File: config.mk
export PLATFORM = sky130hd
export DESIGN_NAME = prog_job_sequencer
export DESIGN_NICKNAME = d
export VERILOG_FILES = /design/src/rtl/prog_job_sequencer.sv
export SDC_FILE = /design/constraint.sdc
export NUM_CORES = 1
export LEC_CHECK = 0
export CORE_MARGIN = 2
export CORE_UTILIZATION = 30
export CTS_CLUSTER_SIZE = 12
export DETAILED_ROUTE_END_ITERATION = 10
export GPL_ROUTABILITY_DRIVEN = 0
export GPL_TIMING_DRIVEN = 0
export PLACE_DENSITY = 0.62
export SLEW_MARGIN = 0
export SYNTH_ARGS = -nofsm -noshare
export SYNTH_HDL_FRONTEND = slang
export SYNTH_SLANG_ARGS = --single-unit
File: constraint.sdc
create_clock -name CLK -period 2 [get_ports CLK]
set_input_delay 0.3 -clock CLK [delete_from_list [all_inputs] [get_ports CLK]]
set_output_delay 0.3 -clock CLK [all_outputs]
set_load 0.03 [all_outputs]
File: src/rtl/prog_job_sequencer.sv
// Host-side job sequencer for the core's arithmetic programs.
// Loads mailbox operands, launches the CPU, waits for halt, reads results.
module prog_job_sequencer #(
  parameter int START_CYCLES   = 2,
  parameter int TIMEOUT_CYCLES = 1048576,
  parameter int ADDR_W         = 8
) (
  input  logic              CLK,
  input  logic              Reset,
  input  logic              req_valid,
  output logic              req_ready,
  input  logic [1:0]        req_prog,
  input  logic [23:0]       req_operand,
  output logic              rsp_valid,
  input  logic              rsp_ready,
  output logic [1:0]        rsp_prog,
  output logic [23:0]       rsp_result,
  output logic              rsp_timeout,
  output logic              rsp_err,
  output logic              mem_we,
  output logic [ADDR_W-1:0] mem_addr,
  output logic [7:0]        mem_wdata,
  input  logic [7:0]        mem_rdata,
  output logic              cpu_start,
  output logic [1:0]        cpu_prog,
  input  logic              cpu_halt,
  output logic              busy
);

  localparam logic [2:0] S_IDLE    = 3'd0;
  localparam logic [2:0] S_LOAD    = 3'd1;
  localparam logic [2:0] S_START   = 3'd2;
  localparam logic [2:0] S_WAIT_LO = 3'd3;
  localparam logic [2:0] S_WAIT_HI = 3'd4;
  localparam logic [2:0] S_READ    = 3'd5;
  localparam logic [2:0] S_RESP    = 3'd6;

  localparam int SW = $clog2(START_CYCLES + 1);
  localparam int TW = $clog2(TIMEOUT_CYCLES + 1);
  localparam logic [SW-1:0] START_LAST = SW'(START_CYCLES - 1);
  localparam logic [TW-1:0] TO_LAST    = TW'(TIMEOUT_CYCLES - 1);

  logic [2:0]    state;
  logic [1:0]    prog;
  logic [23:0]   operand;
  logic [1:0]    idx;
  logic [SW-1:0] scnt;
  logic [TW-1:0] tcnt;

  function automatic logic [ADDR_W-1:0] wr_addr(
    input logic [1:0] p, input logic [1:0] i);
    logic [ADDR_W-1:0] base;
    unique case (p)
      2'd1:    base = ADDR_W'(8);
      2'd2:    base = '0;
      default: base = ADDR_W'(12);
    endcase
    return base + ADDR_W'(i);
  endfunction

  function automatic logic [7:0] wr_data(
    input logic [1:0] p, input logic [1:0] i,
    input logic [23:0] op);
    logic [1:0] k;
    logic [7:0] b;
    // k: byte position counted from op[23:16]
    k = (p == 2'd2) ? i : i + 2'd1;
    unique case (k)
      2'd0:    b = op[23:16];
      2'd1:    b = op[15:8];
      default: b = op[7:0];
    endcase
    return b;
  endfunction

  function automatic logic [ADDR_W-1:0] rd_addr(
    input logic [1:0] p, input logic [1:0] i);
    logic [ADDR_W-1:0] base;
    unique case (p)
      2'd1:    base = ADDR_W'(10);
      2'd2:    base = ADDR_W'(4);
      default: base = ADDR_W'(14);
    endcase
    return base + ADDR_W'(i);
  endfunction

  function automatic logic [1:0] wr_last(input logic [1:0] p);
    return (p == 2'd2) ? 2'd2 : 2'd1;
  endfunction

  function automatic logic [1:0] rd_last(input logic [1:0] p);
    logic [1:0] n;
    unique case (p)
      2'd1:    n = 2'd1;
      2'd2:    n = 2'd2;
      default: n = 2'd0;
    endcase
    return n;
  endfunction

  assign req_ready = (state == S_IDLE);
  assign rsp_valid = (state == S_RESP);
  assign busy      = (state != S_IDLE);

  always_ff @(posedge CLK) begin
    if (Reset) begin
      state       <= S_IDLE;
      prog        <= '0;
      operand     <= '0;
      idx         <= '0;
      scnt        <= '0;
      tcnt        <= '0;
      rsp_prog    <= '0;
      rsp_result  <= '0;
      rsp_timeout <= 1'b0;
      rsp_err     <= 1'b0;
      mem_we      <= 1'b0;
      mem_addr    <= '0;
      mem_wdata   <= '0;
      cpu_start   <= 1'b0;
      cpu_prog    <= '0;
    end else begin
      unique case (state)
        S_IDLE: if (req_valid) begin
          prog        <= req_prog;
          operand     <= req_operand;
          idx         <= '0;
          scnt        <= '0;
          tcnt        <= '0;
          rsp_prog    <= req_prog;
          rsp_timeout <= 1'b0;
          rsp_err     <= 1'b0;
          rsp_result  <= '0;
          if (req_prog == 2'd0) begin
            state      <= S_RESP;
            rsp_err    <= 1'b1;
            rsp_result <= 24'hFFFFFF;
          end else begin
            state     <= S_LOAD;
            mem_we    <= 1'b1;
            mem_addr  <= wr_addr(req_prog, 2'd0);
            mem_wdata <= wr_data(req_prog, 2'd0, req_operand);
          end
        end
        S_LOAD: begin
          if (idx == wr_last(prog)) begin
            mem_we    <= 1'b0;
            mem_addr  <= '0;
            mem_wdata <= '0;
            cpu_start <= 1'b1;
            cpu_prog  <= prog;
            scnt      <= '0;
            state     <= S_START;
          end else begin
            idx       <= idx + 2'd1;
            mem_addr  <= wr_addr(prog, idx + 2'd1);
            mem_wdata <= wr_data(prog, idx + 2'd1, operand);
          end
        end
        S_START: begin
          if (scnt == START_LAST) begin
            cpu_start <= 1'b0;
            cpu_prog  <= '0;
            tcnt      <= '0;
            state     <= S_WAIT_LO;
          end else begin
            scnt <= scnt + 1'b1;
          end
        end
        S_WAIT_LO: begin
          if (tcnt == TO_LAST) begin
            state       <= S_RESP;
            rsp_timeout <= 1'b1;
            rsp_result  <= 24'hFFFFFF;
          end else begin
            tcnt <= tcnt + 1'b1;
            if (!cpu_halt) state <= S_WAIT_HI;
          end
        end
        S_WAIT_HI: begin
          if (cpu_halt) begin
            idx      <= '0;
            mem_addr <= rd_addr(prog, 2'd0);
            state    <= S_READ;
          end else if (tcnt == TO_LAST) begin
            state       <= S_RESP;
            rsp_timeout <= 1'b1;
            rsp_result  <= 24'hFFFFFF;
          end else begin
            tcnt <= tcnt + 1'b1;
          end
        end
        S_READ: begin
          // bytes arrive MSB first, so shift left
          rsp_result <= {rsp_result[15:0], mem_rdata};
          if (idx == rd_last(prog)) begin
            mem_addr <= '0;
            state    <= S_RESP;
          end else begin
            idx      <= idx + 2'd1;
            mem_addr <= rd_addr(prog, idx + 2'd1);
          end
        end
        S_RESP: if (rsp_ready) state <= S_IDLE;
        default: state <= S_IDLE;
      endcase
    end
  end

endmodule

# After elaboration in Yosys (flattened, before gate mapping)

Cells that the tools add are included.

Register bits after elaboration: 100
Output and inout port bits: 51
Word-level logic and storage cells: 143

Add/subtract/negate cells: 6
Equal/unequal tests: 29
Muxes and demuxes: 71
Reduce and logical (&&, ||, !) cells: 23

Operator list:

| operator                                                                 | count |
|---|---|
| 8-bit two-way mux                                                        | 14 |
| 24-bit two-way mux                                                       | 4 |
| 24-bit case mux with 4 select lines                                      | 1 |
| 21-bit two-way mux                                                       | 4 |
| 21-bit case mux with 4 select lines                                      | 1 |
| 8-bit case mux with 2 select lines                                       | 3 |
| 8-bit case mux with 4 select lines                                       | 1 |
| 3-bit two-way mux                                                        | 10 |
| 2-bit two-way mux                                                        | 12 |
| 4-bit case mux with 2 select lines                                       | 3 |
| 21-bit by 1-bit adder with 21-bit output (second input constant)         | 1 |
| 21-bit by 20-bit equality test with 1-bit output (second input constant) | 1 |
| 3-bit case mux with 7 select lines                                       | 1 |
| 2-bit inequality test (second input constant)                            | 10 |
| 8-bit by 2-bit adder with 8-bit output                                   | 2 |
| 4-bit AND reduction                                                      | 4 |
| 3-bit AND reduction                                                      | 4 |
| 4-bit nonzero test                                                       | 3 |
| 1-bit two-way mux                                                        | 10 |
| 3-bit equality test (second input constant)                              | 3 |
| 3-bit nonzero test                                                       | 3 |
| 2-bit by 1-bit equality test with 1-bit output (second input constant)   | 4 |
| 2-bit case mux with 2 select lines                                       | 2 |
| 2-bit case mux with 4 select lines                                       | 1 |
| other kinds (17)                                                         | 27 |

# Logic depth before layout (Yosys ltp)

Depth after elaboration: 11
Depth in mapped cells: 10
Depth with buffers taken out: 10

# Least setup slack after synthesis

OpenSTA, ideal clock, no wires.

Path type: reg2reg
Start: register prog[0]
End: register state[1]
Library setup time: 0.133 ns
Data arrival time: 2.266 ns
Setup slack: -0.399 ns
Stages on the path, launching flop included: 9
Clock period less this slack: 2.399 ns
Path through: dfxtp_1 > inv_1 > ha_1 > clkbuf_1 > or3b_2 > and2_1 > a211oi_1 > nor2b_1 > o32ai_1

Cells in the longest elaborated chain, start to end: 7

RTL lines:

| what                                                                                         | line   | RTL |
|---|---|---|
| start: declaration                                                                           | 44     | `logic [1:0] prog;` |
| start signal: assignment                                                                     | 125    | `prog <= req_prog;` |
| 2-bit equality test / 2-bit by 1-bit equality test with 1-bit output (equally long branches) | 88, 93 |  |
| 2-bit case mux with 2 select lines                                                           | 93     | `unique case (p)` |
| 2-bit two-way mux                                                                            | 123    | `unique case (state)` |
| 2-bit two-way mux                                                                            | 106    | `if (Reset) begin` |
| 2-bit equality test                                                                          | 196    | `if (idx == rd_last(prog)) begin` |
| 2-bit inequality test (no line)                                                              | --     |  |
| 7-bit AND reduction (no line) *                                                              | --     |  |
| end signal: assignment                                                                       | 107    | `state <= S_IDLE;` |
| end signal: assignment                                                                       | 198    | `state <= S_RESP;` |
| end signal: assignment                                                                       | 204    | `S_RESP: if (rsp_ready) state <= S_IDLE;` |
| end: declaration                                                                             | 43     | `logic [2:0] state;` |

Mark *: on every way between the ends. The rest lies on a longest branch, timed or not. The select of a mux whose other input is x is not followed.
A chain may end at the register's enable or synchronous reset.

# Final worst setup path

Start: register tcnt[6]
End: register rsp_result[13]

Cells in the longest elaborated chain, start to end: 4

RTL lines:

| what                                               | line     | RTL |
|---|---|---|
| start: declaration                                 | 48       | `logic [TW-1:0] tcnt;` |
| start signal: assignment                           | 176      | `tcnt <= tcnt + 1'b1;` |
| start signal: assignment                           | 190      | `tcnt <= tcnt + 1'b1;` |
| 21-bit by 20-bit equality test with 1-bit output * | 171, 185 |  |
| 24-bit two-way mux *                               | --       |  |
| 24-bit two-way mux                                 | --       |  |
| 24-bit case mux with 4 select lines *              | --       |  |
| end signal: assignment                             | 195      | `rsp_result <= {rsp_result[15:0], mem_rdata};` |
| end: declaration                                   | 17       | `output logic [23:0] rsp_result,` |

Marks and branches as above.

==> summary.md <==
| Metric | Value |
|---|---|
| Crit. End Element | `flip-flop` |
| Post-synth ARST share | `0` |
| Main combinational cell family by area after synthesis | `compound AO/OA/AOI/OAI gates` |
| Cells after DPL | `913` |
| Root Buffer | `clkbuf_16` |
| Sw Ratio | `0.4244` |
| Mean Syn Cell Area | `8.339 um^2` |
| Post-synthesis mux area share | `0.04787` |
| DR WL/cell | `15.65 um` |
| CTS Sinks | `97` |
| Total Nets Final | `781` |
| Synth warnings | `0` |
| Vias in the first global route | `4584` |
| Largest net degree at the start of global routing | `19` |
| Final setup fails | `28` |
| Failing checks | `negative setup slack` |
| Layout cells sized above 1 | `0.2293` |
| Max Slew Vio Count | `0` |
| Die Width | `133.7 um` |
| Via-per-instance ratio | `5.077` |
| Leakage power | `2.571 nW` |
| Clk pin slew, worst setup/hold paths | `80 ps` |
| Post-synth top flop | `dfxtp_1` |
| Part of the power in registers | `0.268` |
| Post-synth EDFFs | `0` |
| DR pass1 iterations | `5` |
| Synthesized flop and latch total | `97` |
| Power Dens Cells | `1396 nW/um^2` |
| Initial antenna violation count | `0` |
| Distinct cell type count after synthesis | `59` |
| Die height | `133.7 um` |
| Critical Path AT | `2380 ps` |
| Core Box Area | `16520 um^2` |
| Combinational power share | `0.551` |
| Post-CTS Hold Buffers | `0` |
| Setup WS pre-CTS | `-874.6 ps` |
| Via count | `4859` |
| Metal-1 WL | `7145 um` |
| First-pass GRT wire length | `23990 um` |
| Post-Syn Instances | `605` |
| Clk_skew | `10.90 ps` |
| Routed wl met2 | `7023 um` |
| Routed Antenna Nets | `0` |
| Max-Cap Viols | `0` |
| Met3 WL post-DR | `557 um` |
| Drt drc | `0` |
| Min-Delay Path Class | `reg2reg` |
| # diodes | `0` |
| CP max FO | `6` |
| Fin crit share | `1.053` |
| Area grow syn2layout | `43.65%` |
| CP max stage cell | `or4_4` |
| WS Path Type | `reg2reg` |
| FMAX | `474.7 MHz` |
| Total power | `10.11 mW` |
| Worst path max stage delay | `600 ps` |
| Fin Hold WS | `455.6 ps` |
| Post-route cell area | `7247 um^2` |
| Critical-path cell list | `nand4_4 -> or4_4 -> o311ai_4 -> a21oi_4 -> buf_4 -> buf_8 -> a221oi_2` |
| Max IR drop VDD | `589.6 uV` |
| CTS tree | `yes` |
| DRT Wirelength | `14970 um` |
| Least-Margin Pin Slew | `834.9 ps` |
| TritonCTS Buffers | `9` |
| HPWL Detailed | `10220 um` |
| Internal power | `5.822 mW` |
| XOR/XNOR share of the synthesized area | `0.008681` |
| CTS Buffer Depth | `2` |
| Clock latency on the worst-skew pair | `350 ps` |
| Synth Area in Adders | `0.02480` |
| Final hold viol count | `0` |
| Compound-gate portion of the synthesized area | `0.2542` |
| Gr ovfl total | `0` |
| Io pins | `90` |
| Port-buffer cells | `86` |
| Layout fillers | `1600` |
| RSZ-0062 raised after global routing | `yes` |
| Core Rows | `47` |
| CTS HTree Levels | `3` |
| Cell Area, Placed | `6269 um^2` |
| Rel. slew slack | `0.4434` |
| Mapped cell area | `5045 um^2` |
| WP data required | `2270 ps` |
| Clk network pwr share | `0.182` |
| TNS Setup | `-2128 ps` |
| Sequential element share of the synthesized area | `0.3849` |
| Final Util | `0.4386` |
| Sw Pwr | `4.293 mW` |
| Non-filler instance count after layout | `957` |
| Final worst slack | `-106.6 ps` |
| Post-Synth Simple-Gate Area | `0.2116` |
| Highest Signal Layer | `met4` |
| Die area | `17870 um^2` |
| Final min period | `2107 ps` |
| Starting DRT DRC Count | `326` |
| Outcome | `complete, but fails checks` |
| Total GRT Usage | `0.1670` |
| Starting Density | `0.3053` |
| CP Launch Type | `flip-flop` |
## area by class of cell
cell class | instances | area [um^2] | share of cell area
repair buffers | 119 | 1149 | 0.1585
flip-flops and latches | 97 | 1988 | 0.2743
plain buffers | 39 | 281.5 | 0.03885
multi-input cells | 430 | 3105 | 0.4285
inverters | 36 | 141.4 | 0.01951
well taps | 220 | 275.3 | 0.03798
clock inverters | 7 | 81.33 | 0.01122
clock buffers | 9 | 225.2 | 0.03108
## critical path, delay by kind of cell (launching register included)
family / cells / cell delay, ps
DFF: 1 / 380
buffers and inverters: 2 / 300
and+or+nand+nor: 2 / 720
AOI/OAI and AO/OA: 3 / 620
## power groups by stage
stage | logic, mW | clock network [mW] | registers [mW]
global placement | 4.51 | 0 | 2.73
CTS | 5.16 | 1.87 | 2.70
finish | 5.57 | 1.84 | 2.71
floorplan | 2.50 | 0 | 3.27
detailed placement | 4.52 | 0 | 2.74
global route | 5.98 | 1.95 | 2.77
## path summary, 6_finish.rpt
path               startpoint              to  slack [ps]  cells after the start
setup reg to reg      tcnt[6]  rsp_result[13]        -110                      7
hold reg to reg   operand[23]     operand[23]         460                      2
hold / removal    operand[23]     operand[23]         460                      2
setup / recovery      tcnt[6]  rsp_result[13]        -110                      7
## Yosys cell counts, types with 5 or more instances
cell type | n | area (um^2)
or3_1 | 5 | 31.28
nand4_1 | 5 | 31.28
mux2i_1 | 23 | 230.2
or4_1 | 12 | 90.09
a221oi_2 | 20 | 300.3
dfxtp_1 | 97 | 1942
a211o_1 | 9 | 78.83
a211oi_1 | 6 | 45.04
nor2b_1 | 7 | 43.79
a221oi_1 | 7 | 61.31
nor3_1 | 6 | 30.03
a21oi_1 | 68 | 340.3
buf_2 | 7 | 35.03
o31ai_1 | 14 | 105.1
o21ai_0 | 18 | 90.09
nand2_1 | 103 | 386.6
nand3b_1 | 6 | 45.04
nand3_1 | 18 | 90.09
clkbuf_1 | 27 | 101.4
nor2_1 | 24 | 90.09
inv_1 | 34 | 127.6
ha_1 | 10 | 125.1
nor4_1 | 5 | 31.28
## layer usage
metal	track usage	vias to the layer above
met3	0.02892	19
met5	0	-
li1	-	2426
met4	0.05910	0
met1	0.2301	2310
met2	0.2632	104
## cells in the final DEF (no fill, tap or decap), types with 4 or more instances in the layout
| cell | instances |
|---|---|
| nand2_1 | 102 |
| clkdlybuf4s50_1 | 81 |
| dfxtp_1 | 78 |
| a21oi_1 | 65 |
| inv_1 | 33 |
| buf_4 | 33 |
| nor2_1 | 24 |
| a221oi_2 | 24 |
| mux2i_1 | 23 |
| nand3_1 | 17 |
| o21ai_0 | 17 |
| clkbuf_1 | 13 |
| o31ai_1 | 13 |
| dfxtp_2 | 10 |
| a211o_1 | 9 |
| or4_1 | 9 |
| clkbuf_16 | 9 |
| dfxtp_4 | 9 |
| buf_6 | 7 |
| clkbuf_2 | 7 |
| nand3b_1 | 6 |
| nor3_1 | 5 |
| or3_1 | 5 |
| nand4_1 | 5 |
| ha_1 | 5 |
| a22oi_1 | 4 |
| nand2b_1 | 4 |
| and3_1 | 4 |
| clkbuf_4 | 4 |
| nor2b_1 | 4 |
## sequential cells by signal (all words and copies together), names as in the netlist
signal,count
mem_addr,5
tcnt,21
cpu_start,1
rsp_result,24
rsp_err,1
state,3
cpu_prog,2
rsp_timeout,1
mem_we,1
idx,2
operand,24
mem_wdata,8
scnt,2
prog,2
## what timing repair did
| item | in CTS | in global routing |
|---|---|---|
| buffers inserted | 10 | 20 |
| resized for setup | 79 | 59 |
| pin swaps | 10 | 18 |
| gates cloned | 2 | 2 |
| endpoints found under the hold margin | 0 | 0 |
| setup endpoints to repair | 88 | 84 |
## cell families after synthesis
family	after synthesis
compound gates	172
xor+xnor	5
fa+ha+maj	10
buf+inv	80
flops	97
mux	24
other cells	1
simple gates	216
Note: power is estimated with default switching activity, not from simulation.
==> patch 1 (config.mk and constraints unchanged) <==
Reset style: asynchronous (`Reset`), changed in one clocked block.
--- a/src/rtl/prog_job_sequencer.sv
+++ b/src/rtl/prog_job_sequencer.sv
@@ -102,7 +102,7 @@
   assign rsp_valid = (state == S_RESP);
   assign busy      = (state != S_IDLE);
 
-  always_ff @(posedge CLK) begin
+  always_ff @(posedge CLK or posedge Reset) begin
     if (Reset) begin
       state       <= S_IDLE;
       prog        <= '0;
Check against the original RTL: differs if Reset is asserted again (counterexample within 4 cycles, from zero or initial values and one cycle with Reset high); with Reset held inactive, the same outputs for 4 cycles.
==> patch 1 against the unedited design <==
The run still ends with negative setup slack left. Clock power down 6%. Sequential cell count did not move. Power is 23% higher. Worst hold slack got worse by 0.14 ns. Worst setup slack improved by 0.059 ns. Sequential share of layout area up 4.8 points. Area after synthesis rose by 6.9%. Wire length up 0.20%. Design area grew 4.2%.
==> patch 1: results (changes against the unedited design) <==
stage	metric	value	unit	change
power_and_ir_drop	P_leak	0.00325	µW	+26%
timing	Final WS setup	-0.0479	ns	+0.0588 ns
clock_network	Clock Pin Slew Worst Setup and Hold Paths	0.06	ns	-0.02 ns
global_route	initial antenna violation count	1		+1
clock_network	CTS Buf Count	9		unchanged
clock_network	Bufs on Longest Clock Path	2		unchanged
logic_synthesis	YS warnings	0		unchanged
clock_network	H-Tree Depth	3		unchanged
worst_setup_path	critical path's largest stage delay	0.43	ns	-0.17 ns
global_route	first-pass GRT wire length	24700	µm	+3.0%
clock_network	clk_lat worst skew	0.34	ns	
logic_synthesis	leading post-synthesis cells by cell area	dfrtp_1 (45%), mux2_2 (7.1%), mux2i_1 (7.1%)		
place	DP Wirelength	10600	µm	+3.4%
run_status	status	finished, violations left		
worst_setup_path	critical path data arrival time	2.27	ns	-0.11 ns
worst_setup_path	CP max FO	8		+2
clock_network	root buf cell	clkbuf_16		
power_and_ir_drop	Peak VDD IR	1.15	mV	+95%
global_route	vias in the first global route	4779		+4.3%
timing	final clock skew	0.00759	ns	-0.00331 ns
place	# port buffers	86		unchanged
drt	WL final	15000	µm	+0.20%
hold_path	worst hold stages	3		+1
run_status	failing checks	negative setup slack		
place	Area after DPL	6690	µm²	+6.7%
final_layout	Nets	714		-8.6%
global_route	total track usage	15.6	%	-1.1 points
global_route	largest net degree at the start of global routing	43		+24
drt	Pre-antenna DRT Iters	4		-1
logic_synthesis	ys flop type	dfrtp_1		
logic_synthesis	sequential share of the synthesized area	45.0	%	+6.5 points
worst_setup_path	reg2reg path depth	7		unchanged
worst_setup_path	crit-path leading delay family	simple AND/OR/NAND/NOR gates		
final_layout	biggest regs	operand x24, rsp_result x24, tcnt x21		
final_layout	ratio of cells with drive above 1 in the final layout	25.8	%	+2.9 points
worst_setup_path	CP max-delay cell	dfrtp_2		
logic_synthesis	Synth top cells by count	dfrtp_1 (97), a21oi_1 (46), mux2i_1 (38)		
drt	vias per cell	5.21		+2.6%
logic_synthesis	distinct cell type count after synthesis	66		+12%
drt	Iter 0 DRT Violations	262		-20%
timing	Slew @ Worst Pin	0.563	ns	-0.272 ns
timing	final number of setup-violating endpoints	1		-96%
logic_synthesis	asr flop ratio synth	100	%	+100 points
hold_path	HP Class	input port to flop		
-- patch 1: worst min-delay path: stages --
cell            delay (ns)
dlymetal6s2s_1        0.18
nand2_1               0.06
o21ai_0               0.07
-- patch 1: layout make-up --
cell class	count	area (µm²)
buffer	28	219
clock buffer	14	254
clock inverter	2	37.5
fill	1691	10200
inverter	37	144
tap	229	287
antenna	1	2.50
sequential	97	2430
timing repair buffer	118	1140
multi-input combinational	374	3030
-- patch 1: worst paths after layout --
path                           endpoint        start  slack (ns)
setup / recovery               state[0]      prog[1]       -0.05
hold / removal                  prog[1]  req_prog[1]        0.32
setup reg to reg               state[0]      prog[1]       -0.05
hold reg to reg                 scnt[1]      scnt[1]        0.48
max in group asynchronous      state[2]        Reset        1.03
min in group asynchronous  mem_wdata[3]        Reset        0.36
-- patch 1: what timing repair did --
item                                   4_1_cts  5_1_grt
setup endpoints to repair                   83       66
pin swaps                                    5       15
endpoints found under the hold margin        0        0
buffers inserted                            12       17
gates cloned                                 1        0
resized for setup                           72       57
-- patch 1: metal layers --
layer	part of all wire, %	global-route usage (%)	vias to the layer above
met5	0	0	-
met4	1.0	4.03	0
met3	3.8	2.56	12
met2	50	26.1	126
met1	45	21.0	2343
li1	-	-	2208
-- patch 1: per-stage QoR --
stage / util [%] / hold slack, ns / setup TNS (ns) / setup WS, ns / std cells
CTS: 40.8 / 0.371 / -0.173 / -0.0701 / 887
global route: 42.4 / 0.364 / -0.465 / -0.0967 / 899
floorplan: - / 0.417 / -0.130 / -0.0772 / 544
finish: 42.5 / 0.319 / -0.0479 / -0.0479 / 900
detailed placement: 37.6 / 0.470 / -33.35 / -0.671 / 861
global placement: 37.4 / 0.470 / -74.00 / -0.653 / 859
-- patch 1: kinds of logic after synthesis --
kind of cell | count (synthesis) | share of synthesized area [%]
xor+xnor | 9 | 1.46
other cells | 1 | 0.0695
fa+ha+maj | 10 | 2.32
flops | 97 | 45.0
mux | 73 | 14.4
buf+inv | 73 | 5.57
simple gates | 132 | 13.2
compound gates | 147 | 17.9
-- patch 1: power breakdown --
| group | internal (µW) | leakage, µW | switching [µW] |
|---|---|---|---|
| clock network | 1010 | 0.000137 | 722 |
| registers | 2750 | 0.00120 | 570 |
| logic | 3390 | 0.00191 | 4040 |
==> patch 2 (same flow settings) <==
Made on the original files. Change the parameter `ADDR_W` from 8 to 10.
--- a/src/rtl/prog_job_sequencer.sv
+++ b/src/rtl/prog_job_sequencer.sv
@@ -3,7 +3,7 @@
 module prog_job_sequencer #(
   parameter int START_CYCLES   = 2,
   parameter int TIMEOUT_CYCLES = 1048576,
-  parameter int ADDR_W         = 8
+  parameter int ADDR_W         = 10
 ) (
   input  logic              CLK,
   input  logic              Reset,
Ports: changed (resized mem_addr); port bits go from 90 to 92. No check against the original RTL was run, so the function may have changed too.
==> patch 2 against the unedited design <==
The flow still finishes with violations (negative setup slack). Count of clock-buffer cells in the layout rose by 2. Combinational power fell by 13%. Utilization rose by 2.0 points. Worst setup slack improved by 0.018 ns. Fmax rose by 0.87%. Power fell by 5.7%. Wire length rose by 1.7%. Design area rose by 0.48%. Die area fell by 3.3%. Area after synthesis fell by 3.4%. Sequential cell count did not move. Worst hold slack got worse by 0.041 ns.
==> patch 2: results (changes against the unedited design) <==
stage	metric	value	unit	change
run_status	status	finished, violations left		
run_status	failing checks	negative setup slack		
global_route	vias in the first global route	4662		+1.7%
worst_setup_path	reg2reg path depth	5		-2
drt	routed len/inst	15.9	µm	+1.4%
logic_synthesis	Netlist Area Pre-Place	4870	µm²	-3.4%
logic_synthesis	distinct cell type count after synthesis	71		+20%
worst_setup_path	CP max FO	3		-3
place	DP Wirelength	10200	µm	about the same
timing	Final WS setup	-0.0885	ns	+0.0181 ns
logic_synthesis	Synth top cells by count	nand2_1 (102), dfxtp_1 (97), a21oi_1 (56)		
final_layout	non-clk buf share	19.8	%	+0.077 points
global_route	total track usage	16.6	%	-0.13 points
place	Area after DPL	6040	µm²	-3.7%
final_layout	Inverters	42		+17%
final_layout	Nets	788		+0.90%
timing	hold slack	0.414	ns	-0.0413 ns
worst_setup_path	reg-to-reg critical path endpoint	state[0]		
global_route	first-pass GRT wire length	23600	µm	-1.8%
floorplanning	Core Box Area	15900	µm²	-3.9%
final_layout	multi-input combinational area share	42.1	%	-0.79 points
final_layout	Clock buf/inv share	4.76	%	+0.53 points
timing	final number of setup-violating endpoints	10		-64%
hold_path	worst hold stages	3		+1
drt	vias per cell	5.22		+2.8%
power_and_ir_drop	P_leak	0.00259	µW	+0.67%
final_layout	footprint of the multi-input gates	3060	µm²	-1.4%
hold_path	HP Class	input port to flop		
worst_setup_path	critical path's largest stage delay	0.57	ns	-0.03 ns
final_layout	ratio of cells with drive above 1 in the final layout	25.9	%	+3.0 points
drt	WL final	15200	µm	+1.7%
timing	final clock skew	0.00933	ns	-0.00157 ns
place	DP Worst Slack	-0.947	ns	-0.0721 ns
place	cell count after placement	914		+0.11%
power_and_ir_drop	Sw Ratio	40.3	%	-2.2 points
logic_synthesis	Syn Area/Cell	8.01	µm²	-3.9%
logic_synthesis	sequential share of the synthesized area	39.9	%	+1.4 points
power_and_ir_drop	Peak VDD IR	0.633	mV	+7.3%
final_layout	Fillers	1531		-4.3%
hold_path	min-delay src	req_prog[1]		
drt	Iter 0 DRT Violations	448		+37%
final_layout	clkbuf count	11		+2
final_layout	sequential cell area share	27.5	%	about the same
timing	Worst slew margin	53.3	%	+9.0 points
logic_synthesis	leading post-synthesis cells by cell area	dfxtp_1 (40%), nand2_1 (7.9%), a21oi_1 (5.8%)		
global_route	largest net degree at the start of global routing	17		-2
worst_setup_path	Reg-to-Reg Start	tcnt[15]		
hold_path	Min-Delay Endpoint	prog[1]		
patch 2: per-layer routing:
| layer | part of all wire [%] | global-route usage (%) | up-vias |
|---|---|---|---|
| li1 | - | - | 2414 |
| met1 | 45 | 21.6 | 2432 |
| met2 | 49 | 27.6 | 145 |
| met3 | 4.9 | 3.13 | 21 |
| met4 | 1.6 | 5.31 | 0 |
| met5 | 0 | 0 | - |
patch 2: logic make-up (layout without fill, tap and decap cells):
group / Yosys count / in the layout / synth area share, %
AOI/OAI and AO/OA: 170 / 170 / 23.4
xor gates and xnor gates: 12 / 12 / 2.16
adders and majority gates: 10 / 10 / 2.57
buffers and inverters: 85 / 217 / 7.06
DFF: 97 / 97 / 39.9
muxes: 15 / 15 / 3.24
other: 1 / 5 / 0.0770
and+or+nand+nor: 218 / 218 / 21.6
patch 2: through the flow:
stage | power, µW | setup TNS, ns
2_1_floorplan | 5170 | -0.0797
3_3_place_gp | 6460 | -53.84
3_5_place_dp | 6480 | -53.90
4_1_cts | 8890 | -0.210
5_1_grt | 10000 | -2.37
6_report | 9540 | -0.332
patch 2: power groups by stage:
stage	Sequential, µW	Combinational [µW]	Clock [µW]
2_1_floorplan	3140	2030	0
3_3_place_gp	2680	3770	0
3_5_place_dp	2680	3790	0
4_1_cts	2670	4190	2020
5_1_grt	2750	5190	2100
6_report	2690	4840	2000
patch 2: repair_timing:
action,4_1_cts,5_1_grt
gates resized for setup,101,102
hold buffers,0,0
pin swaps,11,27
setup buffers,18,11
gates cloned,2,3
endpoints found under the setup margin,91,77
patch 2: worst min-delay path: cells and delay by family:
family | cells | cell delay [ns]
and+or+nand+nor | 1 | 0.08
AOI/OAI and AO/OA | 1 | 0.05
buffers and inverters | 1 | 0.29
